[src/rtl/neg_accumulator.sv]
// Signed frame accumulator fed by the negator: sums COUNT operands per frame over valid/ready.
// Result one edge after each accept; done pulses the cycle after the last accept; in_ready low outside ACC.
module neg_accumulator #(
  parameter int WIDTH    = 8,
  parameter int COUNT    = 4,
  parameter bit SATURATE = 1'b0
) (
  input  logic                       clk,
  input  logic                       rst,
  input  logic                       start,
  input  logic                       in_valid,
  input  logic [WIDTH-1:0]           in_data,
  output logic                       in_ready,
  output logic [WIDTH-1:0]           acc,
  output logic                       ovf,
  output logic                       busy,
  output logic                       done,
  output logic [$clog2(COUNT+1)-1:0] cnt
);

  localparam int CW = $clog2(COUNT + 1);

  typedef enum logic [1:0] {
    IDLE = 2'd0,
    ACC  = 2'd1,
    DONE = 2'd2
  } state_t;

  localparam logic [WIDTH-1:0] SAT_MAX = {1'b0, {(WIDTH-1){1'b1}}};
  localparam logic [WIDTH-1:0] SAT_MIN = {1'b1, {(WIDTH-1){1'b0}}};

  state_t            state_q, state_d;
  logic [WIDTH-1:0]  acc_q, acc_d;
  logic              ovf_q, ovf_d;
  logic [CW-1:0]     cnt_q, cnt_d;

  logic [WIDTH-1:0]  sum;
  logic [CW-1:0]     cnt_inc;
  logic              step_ovf;
  logic              accept;

  assign sum      = acc_q + in_data;
  assign cnt_inc  = cnt_q + CW'(1);
  // Same-sign operands whose sum flips sign have left the representable range.
  assign step_ovf = (acc_q[WIDTH-1] == in_data[WIDTH-1]) && (sum[WIDTH-1] != acc_q[WIDTH-1]);
  assign accept   = in_valid && (state_q == ACC);

  always_comb begin
    state_d = state_q;
    acc_d   = acc_q;
    ovf_d   = ovf_q;
    cnt_d   = cnt_q;
    unique case (state_q)
      IDLE: begin
        if (start) begin
          state_d = ACC;
          acc_d   = '0;
          ovf_d   = 1'b0;
          cnt_d   = '0;
        end
      end
      ACC: begin
        if (accept) begin
          cnt_d = cnt_inc;
          if (step_ovf) begin
            ovf_d = 1'b1;
            if (SATURATE) acc_d = acc_q[WIDTH-1] ? SAT_MIN : SAT_MAX;
            else          acc_d = sum;
          end else begin
            acc_d = sum;
          end
          if (cnt_inc == CW'(COUNT)) state_d = DONE;
        end
      end
      DONE: state_d = IDLE;
      default: state_d = IDLE;
    endcase
  end

  always_ff @(posedge clk) begin
    if (rst) begin
      state_q <= IDLE;
      acc_q   <= '0;
      ovf_q   <= 1'b0;
      cnt_q   <= '0;
    end else begin
      state_q <= state_d;
      acc_q   <= acc_d;
      ovf_q   <= ovf_d;
      cnt_q   <= cnt_d;
    end
  end

  assign in_ready = (state_q == ACC);
  assign busy     = (state_q == ACC) || (state_q == DONE);
  assign done     = (state_q == DONE);
  assign acc      = acc_q;
  assign ovf      = ovf_q;
  assign cnt      = cnt_q;

endmodule
[config.mk]
export PLATFORM = sky130hd
export DESIGN_NAME = neg_accumulator
export DESIGN_NICKNAME = d
export VERILOG_FILES = /design/src/rtl/neg_accumulator.sv
export SDC_FILE = /design/constraint.sdc
export NUM_CORES = 1
export LEC_CHECK = 0
export CAP_MARGIN = 20
export CELL_PAD_IN_SITES_DETAIL_PLACEMENT = 0
export CELL_PAD_IN_SITES_GLOBAL_PLACEMENT = 1
export CORE_MARGIN = 2
export CORE_UTILIZATION = 30
export CTS_CLUSTER_SIZE = 20
export DETAILED_ROUTE_END_ITERATION = 10
export GPL_TIMING_DRIVEN = 0
export HOLD_SLACK_MARGIN = 0.05
export PLACE_DENSITY = 0.8
export RECOVER_POWER = 25
export SLEW_MARGIN = 20
export SYNTH_ARGS = -nofsm -noshare
export SYNTH_HDL_FRONTEND = slang
export SYNTH_SLANG_ARGS = --single-unit
[constraint.sdc]
create_clock -name clk -period 1.9 [get_ports clk]
set_input_delay 0.285 -clock clk [delete_from_list [all_inputs] [get_ports clk]]
set_output_delay 0.285 -clock clk [all_outputs]
set_load 0.05 [all_outputs]
==> impl_metrics.tcl <==
set metrics [dict create \
    synthesis.instances 112 \
    filler_cell_count 297 \
    cts.root.buffer_cell "clkbuf_4" \
    final_min_period_over_clock_period_pct 98.8 \
    drt-wirelength-per-cell_um 12.6 \
    synth-main-ff-cell "dfxtp_1" \
    report.final.slew_viol_count 0 \
    grt_antenna_before_repair 0 \
    syn_area_um2 943 \
    crit_path_max_fanout 5 \
    yosys.area_share.xor_xnor_pct 4.64 \
    drt_wl_total_mm 2.33 \
    run_status "completed" \
    final_core_util_pct 45.7 \
    initial_drt_pass_iterations 4 \
    synth.avg_cell_area_um2 8.42 \
    grt_pass1_vias 833 \
    layout-drive-gt1-share_pct 19.9 \
    route.detailed.drc 0 \
    tritoncts "yes" \
    synth_enable_flop_cells 0 \
    synth_compound_gate_area_share_pct 21.5 \
    yosys.cell_types.count 33 \
    drtIter0Drc 16 \
    p_leak_nw 0.542 \
    pre_cts_ws_ns -0.498 \
    synth_area_leaders "dfxtp_1 (30%), ha_1 (16%), a21oi_1 (5.3%), nand2_1 (4.0%), nor2_1 (4.0%)" \
    cts_max_level 1 \
    hold_viol 0 \
    worst-setup-path-type "input port to register" \
    synth_largest_type_area_fraction_pct 29.7 \
    maxClockFrequency_mhz 533 \
    layout.cells.most_common "clkdlybuf4s50_1" \
    core_area_mm2 0.00303 \
    basic_gate_share_of_the_synthesized_area_counting_and_or_nand_and_nor_cells_pct 21.5 \
    antenna-diode-count 0 \
    cts_max_path_buffers 2 \
    stdcell_count 185 \
    wire_length_of_the_first_global_routing_pass_mm 3.73 \
    holdBufCountCts 0 \
    synth-seq-cells 14 \
    worstSkewPairLatency_ns 0.28 \
    fin_area_mm2 0.00139 \
    max-slew-margin-rel_pct 65.2 \
    std_cell_rows 20 \
    worst_ir_drop_vdd_mv 0.363 \
    tightestPinTransition_ns 0.523 \
    cts.reportedPaths.clkPinSlew_ns 0.08 \
    cts-buffers-inserted 3 \
    cp.required_ns 2.11 \
    place_area_mm2 0.00126 \
    synthAdderAreaFrac_pct 18.0 \
    detail_route.vias_per_cell 4.97 \
    timing.hold.ws_ns 0.415 \
    final.setup.worst_slack_ns 0.0222 \
    synth_fp_nets 137 \
    track_usage_pct 13.6 \
    detail-route-antenna-nets 0 \
    layout.cells.most_common_list "clkdlybuf4s50_1 (20), nand2_1 (10), nor2_1 (9), a21oi_1 (9), dfxtp_1 (8)" \
    ys_warn_count 0 \
    pin_count 27 \
    dp.final_hpwl_mm 1.67 \
    globalRouteOverflowTotal 0 \
    number_of_port_buffers 25 \
    finalSetupViolCount 0 \
    die_x_um 60.1 \
    clock_sink_count 14 \
    dieArea_mm2 0.00361 \
    design.final.nets 168 \
    grt_max_degree 11 \
    setup_repair_after_global_routing_missed_its_margin "true" \
    asyncSetResetFlopFracSynth_pct 0 \
    synth_top_family_by_area "compound AO/OA/AOI/OAI gates" \
    die_h_um 60.1 \
    routed-via-count 919 \
    cap_violations 0 \
    worst_ep_arrival_time_ns 2.09 \
    critical_path.endpoint_type "register" \
    portion_of_the_post_synthesis_area_used_by_sequential_elements_pct 29.7 \
    area_delta_synth_final_pct 46.8 \
    placedCellCount 181 \
    power_density_mw_per_mm2 500 \
    gp_congestion 0.769 \
    fin_crit_ns 1.88 \
    synth_area_leader_cell "dfxtp_1" \
    yosys-mux-area-fraction_pct 1.06 \
    worst_hold_path_type "input port to register" \
    final.setup_skew_ns 0.000609 \
    critPathLaunchType "input port" \
    initial_core_util_pct 31.2 \
]
-- worst paths after layout --
check / startpoint / depth (start not counted) / slack [ns] / end
setup / recovery: in_data[4] / 7 / 0.02 / acc[7]
hold / removal: rst / 2 / 0.41 / state_q[1]
setup reg to reg: acc[1] / 6 / 0.06 / acc[7]
hold reg to reg: ovf / 2 / 0.46 / ovf
-- what timing repair did --
item / CTS / global route
endpoints found under the setup margin: 6 / 6
hold endpoints to repair: 0 / 0
gates resized for setup: 14 / 12
setup buffers: 1 / 0
pin swaps: 3 / 2
-- cell families after synthesis --
kind of cell	after synthesis
AND/OR/NAND/NOR	40
AO/OA/AOI/OAI	30
flip-flops	14
adder cells (fa/ha/maj)	13
buffers and inverters	9
XOR/XNOR	5
multiplexers	1
-- layer usage --
metal / GRT usage (%) / vias up / wire (um)
met1: 19.1 / 433 / 1140
met4: 0.952 / 0 / 0
met3: 4.76 / 0 / 100
li1: - / 464 / -
met2: 21.0 / 22 / 1080
met5: 0 / - / 0
-- report_power, final --
group          switching (mW)  internal, mW
sequential            0.00941         0.301
combinational           0.125        0.0853
clock                  0.0980        0.0735
-- state kept, by name, indices dropped and copies added (netlist names) --
signal and count:
acc 8, ovf 1, cnt 3, state_q 2
-- critical path: stages --
cell,delay (ns)
clkdlybuf4s50_1,0.51
ha_4,0.24
a211oi_4,0.21
nor2_2,0.09
or4_4,0.42
a21o_1,0.20
a31oi_2,0.14
-- cells in the mapped netlist, drive strengths merged (3+ instances only) --
master,instances
dfxtp,14
ha,12
a21oi,10
nand2,10
nor2,10
inv,5
nand3,5
a22oi,4
clkbuf,4
o21ai,4
a21o,3
nand3b,3
nor3,3
o31ai,3
xnor2,3
-- area by class of cell --
| cell class | instances | area, um2 | area share, % |
|---|---|---|---|
| multi-input cells | 89 | 729 | 52.7 |
| flip-flops and latches | 14 | 290 | 21.0 |
| repair buffers | 26 | 251 | 18.2 |
| well taps | 44 | 55.1 | 3.97 |
| clock buffers | 3 | 22.5 | 1.63 |
| inverters | 5 | 18.8 | 1.36 |
| plain buffers | 4 | 17.5 | 1.26 |
-- metrics by stage --
step | TNS, ns | power [mW]
detailed placement | -1.59 | 0.510
finish | 0 | 0.692
global placement | -1.42 | 0.507
CTS | 0 | 0.691
floorplan | -0.108 | 0.444
global route | -0.0144 | 0.733
No activity file was read; power rests on OpenSTA's default activity.
